## config.mk

```make
export PLATFORM = sky130hd
export DESIGN_NAME = prog_clk_divider
export DESIGN_NICKNAME = d
export VERILOG_FILES = /design/src/rtl/prog_clk_divider.sv
export SDC_FILE = /design/constraint.sdc
export NUM_CORES = 1
export LEC_CHECK = 0
export CAP_MARGIN = 20
export CORE_ASPECT_RATIO = 1.5
export CORE_MARGIN = 1.5
export CORE_UTILIZATION = 50
export CTS_BUF_LIST = sky130_fd_sc_hd__clkbuf_4 sky130_fd_sc_hd__clkbuf_8
export DETAILED_ROUTE_END_ITERATION = 10
export GPL_ROUTABILITY_DRIVEN = 0
export PLACE_DENSITY = 0.85
export SLEW_MARGIN = 20
export SYNTH_ARGS = -nofsm -noshare
export SYNTH_HDL_FRONTEND = slang
export SYNTH_SLANG_ARGS = --single-unit
```

## constraint.sdc

```tcl
create_clock -name clk -period 2.7 [get_ports clk]
set_input_delay 0.54 -clock clk [delete_from_list [all_inputs] [get_ports clk]]
set_output_delay 0.54 -clock clk [all_outputs]
set_load 0.02 [all_outputs]
```

## src/rtl/prog_clk_divider.sv

```systemverilog
// prog_clk_divider
//   Runtime-programmable clock-enable divider. Produces a strobe on q once
//   every N clk cycles (pulse mode) or a ~50% duty square wave (square mode).
//   New divisor/mode values are captured into a shadow register and only take
//   effect at a period boundary, so q never glitches mid-period.
//
//   Optional feature: define CLKDIV_SYNC_EN to add the sync_i phase-restart
//   input. Without it the phase only changes through reset or period wrap.
//
// Parameters
//   WIDTH        width of divisor and phase counter (divisor 0..2^WIDTH-1)
//   DEFAULT_DIV  active divisor after reset
//   DEFAULT_MODE active mode after reset (0 = pulse, 1 = square)
//
// Ports
//   clk          clock, all logic on posedge
//   reset_n      synchronous active-low reset
//   en           count enable; low freezes the counter and forces q/tick low
//   div_i        requested divisor N
//   mode_i       requested mode (0 pulse, 1 square)
//   load_i       one-cycle strobe capturing div_i/mode_i
//   q            divided output
//   tick         high on the first cycle of each period
//   load_pending shadow holds values not yet applied
//   sync_i       (CLKDIV_SYNC_EN only) restart the period on the next edge
module prog_clk_divider #(
    parameter int WIDTH        = 8,
    parameter int DEFAULT_DIV  = 3,
    parameter bit DEFAULT_MODE = 1'b0
) (
    input  logic             clk,
    input  logic             reset_n,
    input  logic             en,
    input  logic [WIDTH-1:0] div_i,
    input  logic             mode_i,
    input  logic             load_i,
    output logic             q,
    output logic             tick,
    output logic             load_pending
`ifdef CLKDIV_SYNC_EN
    ,
    input  logic             sync_i
`endif
);

    localparam logic [WIDTH-1:0] DIV_RST = WIDTH'(DEFAULT_DIV);

    typedef enum logic [1:0] {
        ST_OFF,
        ST_BYPASS,
        ST_RUN
    } state_t;

    state_t           state;
    logic [WIDTH-1:0] div_a, div_a_n;
    logic             mode_a, mode_a_n;
    logic [WIDTH-1:0] cnt, cnt_n;
    logic [WIDTH-1:0] shd_div, shd_div_n;
    logic             shd_mode, shd_mode_n;
    logic             pend_n;
    logic             sync_req;
    logic             at_wrap;
    logic             boundary;
    logic [WIDTH:0]   half;

`ifdef CLKDIV_SYNC_EN
    assign sync_req = sync_i;
`else
    assign sync_req = 1'b0;
`endif

    // Operating state is a pure decode of the active divisor.
    always_comb begin
        if (div_a == '0)
            state = ST_OFF;
        else if (div_a == WIDTH'(1))
            state = ST_BYPASS;
        else
            state = ST_RUN;
    end

    assign at_wrap  = (state == ST_RUN) && en && (cnt == div_a - 1'b1);
    // OFF/BYPASS have no phase, so every cycle is a legal switch point.
    assign boundary = (state != ST_RUN) || at_wrap || sync_req;

    // State register
    always_ff @(posedge clk) begin
        if (!reset_n) begin
            div_a        <= DIV_RST;
            mode_a       <= DEFAULT_MODE;
            cnt          <= '0;
            shd_div      <= DIV_RST;
            shd_mode     <= DEFAULT_MODE;
            load_pending <= 1'b0;
        end else begin
            div_a        <= div_a_n;
            mode_a       <= mode_a_n;
            cnt          <= cnt_n;
            shd_div      <= shd_div_n;
            shd_mode     <= shd_mode_n;
            load_pending <= pend_n;
        end
    end

    // Next-state logic
    always_comb begin
        div_a_n    = div_a;
        mode_a_n   = mode_a;
        cnt_n      = cnt;
        shd_div_n  = shd_div;
        shd_mode_n = shd_mode;
        pend_n     = load_pending;

        if (load_i) begin
            shd_div_n  = div_i;
            shd_mode_n = mode_i;
        end

        if (boundary) begin
            // A load arriving on the boundary itself is newer than any
            // pending shadow value and is applied straight through.
            if (load_i) begin
                div_a_n  = div_i;
                mode_a_n = mode_i;
            end else if (load_pending) begin
                div_a_n  = shd_div;
                mode_a_n = shd_mode;
            end
            pend_n = 1'b0;
            cnt_n  = '0;
        end else begin
            if (load_i)
                pend_n = 1'b1;
            // Not at a boundary implies RUN; en low freezes the phase.
            if (en)
                cnt_n = cnt + 1'b1;
        end
    end

    // High-time for square mode; one extra bit so div_a=2^WIDTH-1 cannot wrap.
    assign half = ({1'b0, div_a} + 1'b1) >> 1;

    // Output logic
    always_comb begin
        q    = 1'b0;
        tick = 1'b0;
        unique case (state)
            ST_OFF: begin
                q    = 1'b0;
                tick = 1'b0;
            end
            ST_BYPASS: begin
                q    = en;
                tick = en;
            end
            default: begin
                tick = en && (cnt == '0);
                if (mode_a)
                    q = en && ({1'b0, cnt} < half);
                else
                    q = en && (cnt == '0);
            end
        endcase
    end

endmodule

```

==> results of run 1 <==
[report_power, final]
part	internal, uW	switching [uW]	total, uW
logic	344	396	740
clock network	104	132	236
registers	452	43.5	496
total	900	571	1470
[final cells by class]
| class | instances | area, sq um | share of cell area |
|---|---|---|---|
| timing repair buffer | 37 | 315 | 0.145 |
| clock buffer | 3 | 41.3 | 0.0190 |
| multi-input combinational | 150 | 1160 | 0.532 |
| tap | 42 | 52.6 | 0.0242 |
| clock inverter | 1 | 5.00 | 0.00230 |
| inverter | 16 | 60.1 | 0.0276 |
| sequential | 27 | 544 | 0.250 |
[timing repair]
action | 4_1_cts | 5_1_grt
endpoints found under the setup margin | 2 | 9
pin swaps | 8 | 6
setup buffers | 1 | 0
gates resized for setup | 13 | 13
[kinds of logic (layout without fill, tap and decap cells)]
| kind of cell | after synthesis | in the layout | share of synthesized area |
|---|---|---|---|
| and+or+nand+nor | 68 | 68 | 0.186 |
| AOI/OAI and AO/OA | 35 | 35 | 0.158 |
| buffers and inverters | 28 | 57 | 0.0674 |
| DFF | 27 | 27 | 0.310 |
| xor gates and xnor gates | 24 | 24 | 0.128 |
| adders and majority gates | 13 | 13 | 0.0932 |
| muxes | 10 | 10 | 0.0581 |
[flip-flops by register name (all words and copies together), names as in the netlist]
register	count
cnt	8
div_a	8
shd_div	8
load_pending	1
mode_a	1
shd_mode	1
[worst max-delay path by stage]
stage | to | cells past startpoint | slack, ns
global placement | q | 10 | -0.36
CTS | q | 9 | -0.10
global route | q | 9 | -0.22
floorplan | q | 9 | 0.01
detailed placement | q | 10 | -0.37
finish | q | 9 | -0.12
[metal layers]
layer,vias to the layer above,track usage,share of wire
li1,782,-,-
met1,756,0.258,0.40
met2,31,0.429,0.55
met3,11,0.0216,0.021
met4,0,0.120,0.028
met5,-,0,0
[cell usage in the layout, fill, tap and decap left out, types with 2 or more instances in the layout]
cell type,Yosys,layout
nand4_1,6,6
a2bb2oi_1,2,2
a211oi_1,2,2
dfxtp_2,0,3
xnor2_1,9,9
clkbuf_8,0,3
buf_4,0,22
o21ai_0,3,2
a31oi_1,2,2
a32oi_1,3,3
o221ai_1,4,3
o2111ai_2,0,2
o211ai_1,2,2
clkdlybuf4s50_1,0,13
dfxtp_1,27,24
nor2_1,26,25
xor2_1,14,14
nand2_1,15,15
inv_1,15,13
mux2i_1,9,9
o31a_1,2,2
a21oi_2,0,2
or4_1,2,2
nand3_1,6,5
o32ai_1,3,3
o21ai_1,1,2
ha_1,13,11
nor3_1,4,4
inv_2,0,2
o221a_1,2,2
[worst max-delay path: stages (launching register included)]
cell and delay, ns:
dfxtp_2 0.36, inv_2 0.06, nor4_4 0.30, nand4_1 0.15
xor2_1 0.17, ha_1 0.33, a21oi_2 0.16, o2111ai_2 0.12
o221ai_2 0.18, buf_4 0.17
[per-stage QoR]
stage | hold WS [ns] | power [uW] | setup WS, ns | cell area [sq um] | TNS (ns)
floorplan | 0.455 | 940 | 0.0136 | 1750 | 0
global placement | 0.477 | 1160 | -0.357 | 2060 | -0.357
detailed placement | 0.488 | 1180 | -0.375 | 2060 | -0.375
CTS | 0.512 | 1420 | -0.105 | 2120 | -0.105
global route | 0.549 | 1560 | -0.218 | 2170 | -0.218
finish | 0.505 | 1470 | -0.120 | 2170 | -0.120
==> reports/metrics.yaml, run 1 <==
outcome:
  run_status: "finished, violations left"
  violations: "setup timing"
critical_path:
  startpoint_type: "register"
  reg2reg_slack_ns: 0.11
  end_kind: "output port"
  crit_type: "reg -> out"
  worstReg2RegEnd: "div_a[0]"
  ff2ff_path_depth: 8
  crit_start: "div_a[0]"
  arrival_ns: 2.28
  timing.rr.start: "div_a[0]"
  critPathRequiredTime_ns: 2.16
  critPathMaxFanout: 2
cts:
  cts.htree.levels: 1
  cts_tree: "built"
  insertion_delay_ns: 0.28
  clkSinkCount: 27
  clockBufferDepth: 2
  path_clk_slew_ns: 0.10
  hold_buffers: 0
  numCtsBuffers: 3
  clock-root-buffer: "clkbuf_8"
synth:
  syn_nets: 231
  synth_edf_count: 0
  syn_area_per_cell_sq_um: 8.51
  syn_inst: 205
  synth_top_cells_by_count: "dfxtp_1, nor2_1, inv_1, nand2_1, xor2_1"
  synth.distinct_cells: 45
  synthArstFlopShare: 0
  yosys_warnings: 0
  synth-main-ff-cell: "dfxtp_1"
  syn-cell-area_sq_mm: 0.00175
  synth-seq-area-share: 0.310
  ys_ff_latch: 27
  yosysTopAreaCell: "dfxtp_1"
  synthTopCellsByArea: "dfxtp_1, ha_1, xor2_1"
  netlist.area_leader.share: 0.310
  yosysMostFrequentCell: "dfxtp_1"
final_layout:
  stdcell_count: 276
  n_antenna_cell: 0
  area_growth_pct: 24.6
  layout.nets: 261
  fillers: 279
  drive_gt1_frac: 0.197
  postLayoutCoreUtil: 0.643
routing:
  routed_wirelength_um: 4150
  ant_nets: 0
  drt_iter0_markers: 41
  wl_per_cell_um: 15.0
  drc_errors: 0
  drtPass1Iterations: 4
  vias_per_cell: 5.72
  via_count: 1580
timing:
  finalHoldViolCount: 0
  worst_pin_slew_ns: 0.555
  worst_slack_ns: -0.120
  drv_slew: 0
  timing.slew.headroom: 0.628
  timing.final.crit_period_ns: 2.82
  period_share: 1.04
  setup-violations-final: 1
  fmax_mhz: 355
  fin_skew_ns: 0.00459
  rsz0062_at_grt: "yes"
run:
  max-cap-violations: 0
floorplanning:
  core_area_sq_mm: 0.00338
  die_x_um: 51.2
  start_util: 0.516
  die_y_um: 75.4
  top_level_ports: 16
  die_area_sq_mm: 0.00386
  rows: 26
pwr:
  ir_drop_mv: 0.463
  leakage_uw: 0.000889
  p_per_area_mw_per_mm2: 676
global_routing:
  antenna_found_initial: 0
  grt-ovfl-total: 0
  grt_start_max_net_pins: 16
  grt_usage: 0.230
  grt_first_pass_wirelength_um: 6710
  grt_pass1_vias: 1512
placement:
  dpl.cell_count: 272
  port_buffers: 15
  place_hpwl_um: 3060
worst_hold_path:
  hold_depth: 2
  min_to: "shd_div[7]"
  min_path_type: "reg -> reg"
  hp-start: "shd_div[7]"
Power figures use the tool's default switching activity.
==> run 2: changes to the inputs <==
--- a/config.mk
+++ b/config.mk
@@ -7,12 +7,12 @@
 export LEC_CHECK = 0
 export CAP_MARGIN = 20
 export CORE_ASPECT_RATIO = 1.5
-export CORE_MARGIN = 1.5
+export CORE_MARGIN = 5
 export CORE_UTILIZATION = 50
 export CTS_BUF_LIST = sky130_fd_sc_hd__clkbuf_4 sky130_fd_sc_hd__clkbuf_8
 export DETAILED_ROUTE_END_ITERATION = 10
 export GPL_ROUTABILITY_DRIVEN = 0
-export PLACE_DENSITY = 0.85
+export PLACE_DENSITY = 0.82
 export SLEW_MARGIN = 20
 export SYNTH_ARGS = -nofsm -noshare
 export SYNTH_HDL_FRONTEND = slang
==> constraint.sdc (replaced) <==
create_clock -name clk -period 2.99 [get_ports clk]
set_input_delay 0.598 -clock clk [delete_from_list [all_inputs] [get_ports clk]]
set_output_delay 0.598 -clock clk [all_outputs]
set_load 0.02 [all_outputs]
==> reports/metrics.yaml, run 2 (synthesized netlist as in run 1, its figures left out) <==
placement:
  port_buffers: 15  # unchanged
  place_area_sq_mm: 0.00200  # -2.9%
  dp_slack_ns: -0.107  # +0.268 ns
  place_hpwl_um: 2980  # -2.7%
floorplanning:
  die_x_um: 58.2  # +14%
  die_y_um: 82.4  # +9.3%
  start_util: 0.516  # unchanged
  rows: 26  # unchanged
  die_area_sq_mm: 0.00480  # +24%
  top_level_ports: 16  # unchanged
  core_area_sq_mm: 0.00338  # unchanged
timing:
  worst_pin_slew_ns: 0.525  # -0.0301 ns
  rsz0062_at_grt: "yes"
  period_share: 0.963
  worst_slack_ns: 0.110  # +0.231 ns
  fin_skew_ns: 0.00217  # -0.00241 ns
  drv_slew: 0  # unchanged
  timing.slew.headroom: 0.648  # +0.0202
  fmax_mhz: 347
  finalHoldViolCount: 0  # unchanged
  timing.final.crit_period_ns: 2.88
  setup-violations-final: 0  # -1
routing:
  wl_per_cell_um: 14.6  # -3.1%
  route.met3.wl_um: 191  # +110%
  drtPass1Iterations: 4  # unchanged
  drc_errors: 0  # unchanged
  wl_met2_um: 1950  # -15%
  ant_nets: 0  # unchanged
  maxUsedRoutingLayer: "met4"
  wl_met1_um: 1650  # -0.54%
  vias_per_cell: 5.77  # +0.78%
  drt_iter0_markers: 72  # +76%
  via_count: 1552  # -1.8%
  routed_wirelength_um: 3920  # -5.6%
final_layout:
  mostFrequentLayoutCells: "dfxtp_1, nor2_1, buf_4, nand2_1, inv_1"
  largestRegisters: "cnt x8, div_a x8, shd_div x8"
  n_antenna_cell: 0  # unchanged
  stdcell_area_sq_mm: 0.00207  # -4.7%
  layout_commonest_cell: "dfxtp_1"
  area_growth_pct: 18.8
  fillers: 301  # +7.9%
  drive_gt1_frac: 0.119  # -0.0776
  layout.nets: 254  # -2.7%
pwr:
  switching_share: 0.387  # -0.00134
  sequentialPowerShare: 0.356  # +0.019
  combPwrFrac: 0.472  # -0.031
  totalPowerFinal_uw: 1270  # -14%
  switchingPower_uw: 491  # -14%
  intPower_uw: 779  # -13%
  p_per_area_mw_per_mm2: 613  # -9.4%
  clockPowerShare: 0.171  # +0.011
  leakage_uw: 0.000848  # -4.6%
  ir_drop_mv: 0.428  # -7.4%
cts:
  numCtsBuffers: 3  # unchanged
  cts_tree: "built"
  hold_buffers: 0  # unchanged
  path_clk_slew_ns: 0.10  # about the same
  cts.htree.levels: 1  # unchanged
  clock-root-buffer: "clkbuf_8"
  clkSinkCount: 27  # unchanged
  insertion_delay_ns: 0.28  # about the same
  clockBufferDepth: 2  # unchanged
critical_path:
  arrival_ns: 2.28  # about the same
  critPathMaxFanout: 2  # unchanged
  startpoint_type: "register"
  crit_start: "div_a[3]"
  critPathRequiredTime_ns: 2.39  # +0.23 ns
  end_kind: "output port"
  timing.rr.start: "div_a[0]"
  crit_type: "reg -> out"
global_routing:
  grt_pass1_vias: 1483  # -1.9%
  grt-ovfl-total: 0  # unchanged
  antenna_found_initial: 0  # unchanged
  grt_first_pass_wirelength_um: 6490  # -3.3%
  grt_usage: 0.176  # -0.0537
  grt_start_max_net_pins: 16  # unchanged
worst_hold_path:
  min_path_type: "reg -> reg"
  hp-start: "shd_div[5]"
run:
  max-cap-violations: 0  # unchanged
outcome:
  run_status: "complete, no violations"
run 2: changes by cell type in the layout (fill, tap and decap cells not counted), sizes merged:
cell           delta
buf               -7
dlygate4sd2       -1
clkdlybuf4s50     +1
run 2: path summary, 6_finish.rpt:
path | cells after the start | endpoint | slack, ns
worst max-delay path | 9 | q | 0.11
worst min-delay path | 2 | shd_div[5] | 0.51
worst max register to register | 8 | div_a[0] | 0.29
worst min register to register | 2 | shd_div[5] | 0.51
run 2: area by class of cell:
class                   count  area, sq um  share of cell area
flip-flops and latches     27          541               0.261
well taps                  42         52.6              0.0253
repair buffers             30          260               0.126
clock buffers               3         41.3              0.0199
clock inverters             1         5.00             0.00241
inverters                  16         60.1              0.0290
multi-input cells         150         1110               0.537
run 2: power groups by stage:
stage	registers (uW)	logic, uW	clock network, uW
floorplan	450	399	0
global placement	458	566	0
detailed placement	460	578	0
CTS	452	576	222
global route	460	658	236
finish	453	600	218
run 2: worst max-delay path, cell delays in order, from the launching register on:
cell,delay (ns)
dfxtp_1,0.34
inv_1,0.08
nor4_4,0.30
nand4_1,0.15
xor2_1,0.18
ha_1,0.31
a21oi_2,0.14
o2111ai_1,0.11
o221ai_1,0.22
buf_4,0.18
run 2: repair_timing:
action	4_1_cts	5_1_grt
setup endpoints to repair	1	2
setup buffers	0	1
resized for setup	6	5
pin swaps	0	4
run 2: per-layer routing:
layer  track usage  vias to the layer above
li1              -                      767
met1         0.200                      720
met2         0.312                       52
met3        0.0249                       13
met4        0.0998                        0
met5             0                        -
run 2: through the flow:
stage / TNS [ns] / cells / util / hold WS (ns)
floorplan: 0 / 205 / - / 0.455
global placement: -0.0355 / 264 / 0.590 / 0.474
detailed placement: -0.107 / 264 / 0.590 / 0.481
CTS: 0 / 268 / 0.604 / 0.515
global route: -0.0991 / 269 / 0.613 / 0.549
finish: 0 / 269 / 0.613 / 0.511
==> run 3: changes to the inputs <==
--- a/config.mk
+++ b/config.mk
@@ -5,6 +5,7 @@
 export SDC_FILE = /design/constraint.sdc
 export NUM_CORES = 1
 export LEC_CHECK = 0
+export ABC_AREA = 1
 export CAP_MARGIN = 20
 export CORE_ASPECT_RATIO = 1.5
 export CORE_MARGIN = 5
==> reports/metrics.yaml, run 3 <==
outcome:
  run_status: "complete, no violations"
final_layout:
  n_antenna_cell: 0  # unchanged
  drive_gt1_frac: 0.144  # +0.0249
  area_growth_pct: 18.2
  fillers: 309  # +2.7%
  layout_commonest_cell: "nand2_1"
  layout.nets: 305  # +20%
  stdcell_count: 320  # +19%
  mostFrequentLayoutCells: "nand2_1, nor2_1, nand3_1, dfxtp_1, inv_1"
  largestRegisters: "cnt x8, div_a x8, shd_div x8"
synth:
  syn_inst: 252  # +23%
  syn_area_per_cell_sq_um: 7.06  # -17%
  yosysMostFrequentCell: "nand2_1"
  synthArstFlopShare: 0  # unchanged
  synth_edf_count: 0  # unchanged
  ys_ff_latch: 27  # unchanged
  syn_nets: 278  # +20%
  synth.distinct_cells: 29  # -36%
  synth_top_cells_by_count: "nand2_1, nor2_1, nand3_1"
  syn-cell-area_sq_mm: 0.00178  # +1.9%
  netlist.area_leader.share: 0.304  # -0.00567
  synth-main-ff-cell: "dfxtp_1"
  yosys_warnings: 0  # unchanged
  yosysTopAreaCell: "dfxtp_1"
  synthTopCellsByArea: "dfxtp_1, nand2_1, ha_1"
  synth-seq-area-share: 0.304  # -0.00567
pwr:
  leakage_uw: 0.000976  # +15%
  ir_drop_mv: 0.416  # -2.8%
  p_per_area_mw_per_mm2: 627  # +2.3%
placement:
  dpl.cell_count: 316  # +20%
  dp_slack_ns: -0.0690  # +0.0378 ns
  place_hpwl_um: 3210  # +8.0%
  port_buffers: 15  # unchanged
critical_path:
  critPathMaxFanout: 7  # +5
  crit_type: "in -> out"
  end_kind: "output port"
  arrival_ns: 2.22  # -0.06 ns
  critPathRequiredTime_ns: 2.39  # about the same
  startpoint_type: "primary input"
routing:
  routed_wirelength_um: 3900  # -0.59%
  wl_per_cell_um: 12.2  # -16%
  vias_per_cell: 5.24  # -9.2%
  drt_iter0_markers: 40  # -44%
  drtPass1Iterations: 4  # unchanged
  ant_nets: 0  # unchanged
  via_count: 1676  # +8.0%
  drc_errors: 0  # unchanged
global_routing:
  antenna_found_initial: 0  # unchanged
  grt_first_pass_wirelength_um: 6780  # +4.6%
  grt_start_max_net_pins: 18  # +2
  grt_pass1_vias: 1616  # +9.0%
  grt-ovfl-total: 0  # unchanged
  grt_usage: 0.175  # -0.00166
cts:
  postCtsSetupBuffers: 0  # unchanged
  numCtsBuffers: 3  # unchanged
  hold_buffers: 0  # unchanged
  clockBufferDepth: 2  # unchanged
  cts_tree: "built"
  clock-root-buffer: "clkbuf_8"
  path_clk_slew_ns: 0.09  # about the same
  insertion_delay_ns: 0.27  # about the same
  clkSinkCount: 27  # unchanged
  cts.htree.levels: 1  # unchanged
timing:
  tns_ns: 0  # unchanged
  worst_pin_slew_ns: 0.527  # +0.00175 ns
  drv_slew: 0  # unchanged
  rsz0062_at_grt: "no"
  finalHoldViolCount: 0  # unchanged
  setup-violations-final: 0  # unchanged
  worst_slack_ns: 0.171  # +0.0613 ns
  fin_skew_ns: 0.00783  # +0.00566 ns
  period_share: 0.943  # -0.0205
  timing.final.crit_period_ns: 2.82  # -0.0613 ns
  fmax_mhz: 355  # +2.2%
  timing.slew.headroom: 0.648  # about the same
floorplanning:
  die_y_um: 83.0  # +0.81%
  die_x_um: 58.7  # +0.77%
  top_level_ports: 16  # unchanged
  die_area_sq_mm: 0.00487  # +1.6%
  core_area_sq_mm: 0.00342  # +0.96%
  start_util: 0.521  # +0.00461
  rows: 26  # unchanged
worst_hold_path:
  min_path_type: "reg -> reg"
run:
  max-cap-violations: 0  # unchanged
run 3: cell types whose count changed in the layout (fill, tap and decap cells not counted), sizes merged, moves of 4 or more:
cell | before | now
a21oi | 2 | 13
inv | 15 | 24
nand2 | 15 | 62
nand3 | 6 | 31
nor2 | 26 | 34
o221ai | 4 | 0
xnor2 | 9 | 4
run 3: critical path, cell delays in order:
cell and delay, ns:
clkdlybuf4s50_1 0.47, inv_1 0.05, buf_4 0.15, nor2_1 0.10
nand4_1 0.15, nand2_1 0.10, clkdlybuf4s50_1 0.60
run 3: timing repair:
action                                  4_1_cts  5_1_grt
pin swaps                                     0        1
gates resized for setup                       5       10
endpoints found under the setup margin        1        1
run 3: through the flow:
stage	instance area [sq um]	total power [uW]	hold slack, ns	util
floorplan	1780	928	0.424	-
global placement	2030	1080	0.439	0.593
detailed placement	2030	1100	0.453	0.593
CTS	2080	1310	0.475	0.610
global route	2100	1450	0.510	0.615
finish	2100	1320	0.472	0.615
run 3: routing by layer:
layer  wire length (um)  GRT usage
met1               1480      0.166
met2               2170      0.347
met3                 86     0.0186
met4                153     0.0825
met5                  0          0
run 3: power breakdown:
part	switching, uW	total, uW	internal, uW
Combinational	370	642	271
Sequential	52.2	462	410
Clock	109	214	105
run 3: final timing paths:
path                                 start         end  slack [ns]  cells after the start
worst max-delay path                    en        tick        0.17                      7
worst min-delay path            shd_div[1]  shd_div[1]        0.47                      2
worst min register to register  shd_div[1]  shd_div[1]        0.47                      2
worst max register to register    div_a[0]    div_a[1]        1.01                     13
run 3: area by class of cell:
cell class                 count  area [sq um]  area share
sequential                    27           546       0.260
timing repair buffer          29           253       0.120
tap                           42          52.6      0.0250
multi-input combinational    193          1110       0.527
clock buffer                   4          48.8      0.0232
inverter                      25          95.1      0.0452
run 3: logic make-up after synthesis:
logic type / after synthesis / synth area share
compound gates: 19 / 0.0570
mux: 7 / 0.0394
buf+inv: 32 / 0.0865
fa+ha+maj: 13 / 0.0915
flops: 27 / 0.304
simple gates: 139 / 0.348
xor+xnor: 15 / 0.0739
